--- src/rtl/ifetch_pkg.sv ---
// Shared constants and helpers for the miniRV instruction-fetch stage.
package ifetch_pkg;

    localparam logic [31:0] RESET_PC = 32'h0000_0000;
    localparam logic [31:0] NOP_INST = 32'h0000_0013;  // addi x0,x0,0
    localparam logic [31:0] PC_INC   = 32'd4;

    // Word-align a jump/branch target by dropping the low two bits.
    function automatic logic [31:0] align_pc(input logic [31:0] pc);
        return {pc[31:2], 2'b00};
    endfunction

    function automatic logic is_misaligned(input logic [31:0] pc);
        return (pc[1:0] != 2'b00);
    endfunction

endpackage

--- src/rtl/ifetch_pc_reg.sv ---
// Program counter register with next-PC select: aligned redirect, hold, or +4.
module ifetch_pc_reg
    import ifetch_pkg::*;
(
    input  logic        clk,
    input  logic        rst,
    input  logic        stall_i,
    input  logic        redirect_i,
    input  logic [31:0] target_i,
    output logic [31:0] pc_o
);

    logic [31:0] pc_q;
    logic [31:0] pc_d;

    // Next-PC select; redirect outranks stall because the stalled fetch is squashed.
    always_comb begin
        pc_d = pc_q;
        if (redirect_i) begin
            pc_d = target_i;
        end else if (!stall_i) begin
            pc_d = pc_q + PC_INC;
        end
    end

    // PC state register with synchronous reset.
    always_ff @(posedge clk) begin
        if (rst) begin
            pc_q <= RESET_PC;
        end else begin
            pc_q <= pc_d;
        end
    end

    assign pc_o = pc_q;

endmodule

--- src/rtl/ifetch.sv ---
// Instruction fetch plus IF/ID pipeline register, bubble injection on redirect,
// fetch/bubble counters and a sticky misaligned-target flag.
module ifetch
    import ifetch_pkg::*;
(
    input  logic        clk,
    input  logic        rst,
    input  logic        stall,
    input  logic        redirect,
    input  logic [31:0] redirect_pc,
    input  logic [31:0] irom_inst,
    output logic [31:0] irom_addr,
    output logic [31:0] if_id_inst,
    output logic [31:0] if_id_pc,
    output logic [31:0] if_id_pc4,
    output logic        if_id_valid,
    output logic        misalign,
    output logic [31:0] fetch_cnt,
    output logic [31:0] bubble_cnt
);

    logic [31:0] pc;
    logic [31:0] inst_q,  inst_d;
    logic [31:0] idpc_q,  idpc_d;
    logic [31:0] idpc4_q, idpc4_d;
    logic        valid_q, valid_d;
    logic        mis_q,   mis_d;
    logic [31:0] fcnt_q,  fcnt_d;
    logic [31:0] bcnt_q,  bcnt_d;

    ifetch_pc_reg u_pc_reg (
        .clk        (clk),
        .rst        (rst),
        .stall_i    (stall),
        .redirect_i (redirect),
        .target_i   (align_pc(redirect_pc)),
        .pc_o       (pc)
    );

    // IF/ID next-state: bubble on redirect, hold on stall, capture ROM word otherwise.
    always_comb begin
        inst_d  = inst_q;
        idpc_d  = idpc_q;
        idpc4_d = idpc4_q;
        valid_d = valid_q;
        mis_d   = mis_q;
        fcnt_d  = fcnt_q;
        bcnt_d  = bcnt_q;
        if (redirect) begin
            inst_d  = NOP_INST;
            idpc_d  = pc;
            idpc4_d = pc + PC_INC;
            valid_d = 1'b0;
            bcnt_d  = bcnt_q + 32'd1;
            if (is_misaligned(redirect_pc)) begin
                mis_d = 1'b1;
            end
        end else if (!stall) begin
            inst_d  = irom_inst;
            idpc_d  = pc;
            idpc4_d = pc + PC_INC;
            valid_d = 1'b1;
            fcnt_d  = fcnt_q + 32'd1;
        end
    end

    // IF/ID, flag and counter registers with synchronous reset.
    always_ff @(posedge clk) begin
        if (rst) begin
            inst_q  <= NOP_INST;
            idpc_q  <= RESET_PC;
            idpc4_q <= RESET_PC + PC_INC;
            valid_q <= 1'b0;
            mis_q   <= 1'b0;
            fcnt_q  <= 32'd0;
            bcnt_q  <= 32'd0;
        end else begin
            inst_q  <= inst_d;
            idpc_q  <= idpc_d;
            idpc4_q <= idpc4_d;
            valid_q <= valid_d;
            mis_q   <= mis_d;
            fcnt_q  <= fcnt_d;
            bcnt_q  <= bcnt_d;
        end
    end

    assign irom_addr   = pc;
    assign if_id_inst  = inst_q;
    assign if_id_pc    = idpc_q;
    assign if_id_pc4   = idpc4_q;
    assign if_id_valid = valid_q;
    assign misalign    = mis_q;
    assign fetch_cnt   = fcnt_q;
    assign bubble_cnt  = bcnt_q;

endmodule

--- config.mk ---
export PLATFORM = sky130hd
export DESIGN_NAME = ifetch
export DESIGN_NICKNAME = d
export VERILOG_FILES = /design/src/rtl/ifetch_pkg.sv /design/src/rtl/ifetch_pc_reg.sv /design/src/rtl/ifetch.sv
export SDC_FILE = /design/constraint.sdc
export NUM_CORES = 1
export LEC_CHECK = 0
export CAP_MARGIN = 20
export CORE_UTILIZATION = 45
export CTS_CLUSTER_DIAMETER = 30
export DETAILED_ROUTE_END_ITERATION = 8
export PLACE_DENSITY_LB_ADDON = 0.08
export RECOVER_POWER = 25
export SYNTH_ARGS = -nofsm -noshare
export SYNTH_HDL_FRONTEND = slang
export SYNTH_HIERARCHICAL = 1
export SYNTH_SLANG_ARGS = --single-unit
--- constraint.sdc ---
create_clock -name clk -period 3.2 [get_ports clk]
set_clock_uncertainty 0.15 [all_clocks]
set_input_delay 0.96 -clock clk [delete_from_list [all_inputs] [get_ports clk]]
set_output_delay 0.96 -clock clk [all_outputs]
set_load 0.01 [all_outputs]
==> results.toml <==
[grt]
gr-total-overflow = 0
grt_pass1_vias = 7660
grt_use_total_pct = 24.7
grt_max_degree = 78
antenna_found_initial = 0
grt_pass1_wl_mm = 39.8

[logic_synthesis]
ys_warn_count = 6
synth_area_um2 = 8790
synth_cell_types = 59
synth-seq-area-share_pct = 43.7
synth_edf_count = 0
async_reset_ff_share_pct = 0
syn_avg_cell_area_um2 = 8.49
synth-seq-cells = 192
postSynthCellCount = 1036
ys.flop_type = "dfxtp_1"

[clock_network]
cts_tree = "yes"
cts_buffers = 17
path_clk_slew_ns = 0.07
clock-root-buffer = "clkbuf_16"
cts_max_level = 4
cts_sinks = 192
ctsResizeCount = 0
post_cts_buffers = 0
clock_latency_ns = 0.43
cts.path.max_buffers = 2
cts_hold_buf = 0

[worst_hold_path]
worstHoldStart = "misalign"
hp-class = "reg2reg"
whs_endpoint = "misalign"
min_delay_path_depth = 2

[timing]
max_slew.worst_pin.slew_ns = 1.63
rsz0062_at_grt = "false"
finalSetupViolations = 0
maxSlewHeadroom_pct = -8.41
tns_ns = 0
hold_viol = 0
period_share_pct = 90.5
period_needed_ns = 2.90
fmax_ghz = 0.345
drv_slew = 78

[route]
wirelength_mm = 25.2
via_per_inst = 5.56
vias = 8613
drc_errors = 0
drt-initial-drc-count = 436
avgRoutedWirePerCell_um = 16.3
firstDrtPassIters = 5
ant_nets = 0

[placement]
hpwl_mm = 17.5
dpl.cell_count = 1517
gp_congestion = 0.840
numPortBuffers = 261
post_dp_cell_area_um2 = 11700

[critical_path]
cp_cell_sequence = "clkdlybuf4s50_1"
cp_num_buf_inv = 1
reg2reg_depth = 4
crit_required_ns = 2.09
regToRegEndpoint = "u_pc_reg/pc_o[30]"
max_stage_delay_ns = 0.69
cp-start-kind = "register"
cpMaxStageDelayCell = "dfxtp_1"
crit_fanout = 16
crit_start = "u_pc_reg/pc_o[17]"
r2r_setup_slack_ns = 0.53
timing.rr.start = "u_pc_reg/pc_o[8]"
crit_type = "reg2out"
path_delay_family = "flip-flops"
endpoint_kind = "primary output"
crit_arrival_ns = 1.79

[pwr]
power_leakage_uw = 0.00410
total_power_uw = 5330
irDropWorstVdd_v = 0.000372
power.density_nw_per_um2 = 435

[die]
io_pins = 262
die_area_um2 = 20100
num_rows = 50
initial_utilization_pct = 46.4
core_um2 = 19000
die_w_um = 142
die_height_um = 142

[finish]
post-route-util_pct = 64.6
fin_cells = 1548
fill_cells = 1660
layout-drive-gt1-share_pct = 5.67
antenna_cells = 0
final_nets = 1348
syn_to_final_growth_pct = 39.2
fin_area_um2 = 12200
layout_commonest_cell = "clkdlybuf4s50_1"
most-common-layout-cells = "257 x clkdlybuf4s50_1, 192 x dfxtp_1, 122 x nand2_1, 113 x nor2_1, 81 x a21oi_1"

[run_status]
status = "complete, but fails checks"
violations = "capacitance limit, slew limit"

[job]
drv_cap = 1
==> through the flow <==
stage / worst slack [ns] / hold WS (ns)
6_report: 0.305 / 0.297
4_1_cts: 0.312 / 0.301
3_3_place_gp: 0.136 / 0.285
3_5_place_dp: 0.129 / 0.291
5_1_grt: 0.238 / 0.322
2_1_floorplan: 0.361 / 0.320
==> worst register-to-register path, stage by stage (launching register included) <==
cell,delay (ns)
dfxtp_1,0.67
nand4_1,0.38
nor4_1,0.78
a211oi_1,0.15
a2111oi_0,0.40
==> power breakdown <==
group          switching, µW  total, µW  leakage [µW]  internal (µW)
logic                    314        658       0.00227            344
registers                103       2580       0.00157           2480
clock network            979       2090      0.000268           1110
==> Yosys cell counts, drive strengths merged (2+ instances only) <==
master	n	share of area, %
xor2	21	2.1
ha	4	0.57
or4	48	4.1
clkbuf	55	2.3
or2	5	0.36
inv	24	1.0
nand2b	5	0.36
and3	4	0.28
buf	13	0.84
or3	20	1.4
nand4	41	3.3
and2	6	0.43
dfxtp	192	44
a311oi	21	2.1
nand3b	3	0.26
nor4	15	1.1
mux2i	36	4.1
nor3	12	0.68
nor2b	4	0.28
nor2	113	4.8
a311o	2	0.23
o21ai	24	1.4
o31ai	42	3.6
or4b	3	0.34
nand3	32	1.8
xnor2	21	2.1
a21oi	81	4.6
a211oi	23	2.0
a2111oi	6	0.68
o2111a	3	0.38
nand2	122	5.2
and4	17	1.7
==> registers in the layout (all words and copies together), names as in the netlist <==
name / cells
if_id_pc: 32
if_id_valid: 1
fetch_cnt: 32
if_id_pc4: 30
misalign: 1
if_id_inst: 32
bubble_cnt: 32
u_pc_reg/pc_o: 32
==> per-layer routing <==
layer | wire, µm | global-route usage (%) | up-vias
li1 | - | - | 4302
met1 | 11600 | 33.5 | 4029
met2 | 12000 | 39.7 | 263
met3 | 1410 | 4.83 | 19
met4 | 289 | 7.07 | 0
met5 | 0 | 0 | -
==> worst max-delay path by stage <==
| stage | depth (start not counted) | end |
|---|---|---|
| 5_1_grt | 1 | irom_addr[17] |
| 6_report | 1 | irom_addr[17] |
| 2_1_floorplan | 6 | fetch_cnt[13] |
| 3_5_place_dp | 6 | fetch_cnt[19] |
| 3_3_place_gp | 6 | fetch_cnt[31] |
| 4_1_cts | 1 | irom_addr[17] |
==> final cells by class <==
| type | count | area [µm²] | share of cell area, % |
|---|---|---|---|
| well taps | 260 | 325 | 2.66 |
| inverters | 24 | 90.1 | 0.736 |
| flip-flops and latches | 192 | 3840 | 31.4 |
| repair buffers | 288 | 2820 | 23.0 |
| clock buffers | 18 | 439 | 3.59 |
| clock inverters | 13 | 129 | 1.05 |
| multi-input cells | 753 | 4600 | 37.6 |
==> logic make-up after synthesis <==
kind of cell	after synthesis	share of synthesized area, %
XOR/XNOR	42	4.18
multiplexers	37	4.23
AND/OR/NAND/NOR	457	27.3
flip-flops	192	43.7
other	1	0.0427
adder cells (fa/ha/maj)	4	0.569
buffers and inverters	92	4.21
AO/OA/AOI/OAI	211	15.8
Power figures use the tool's default switching activity.
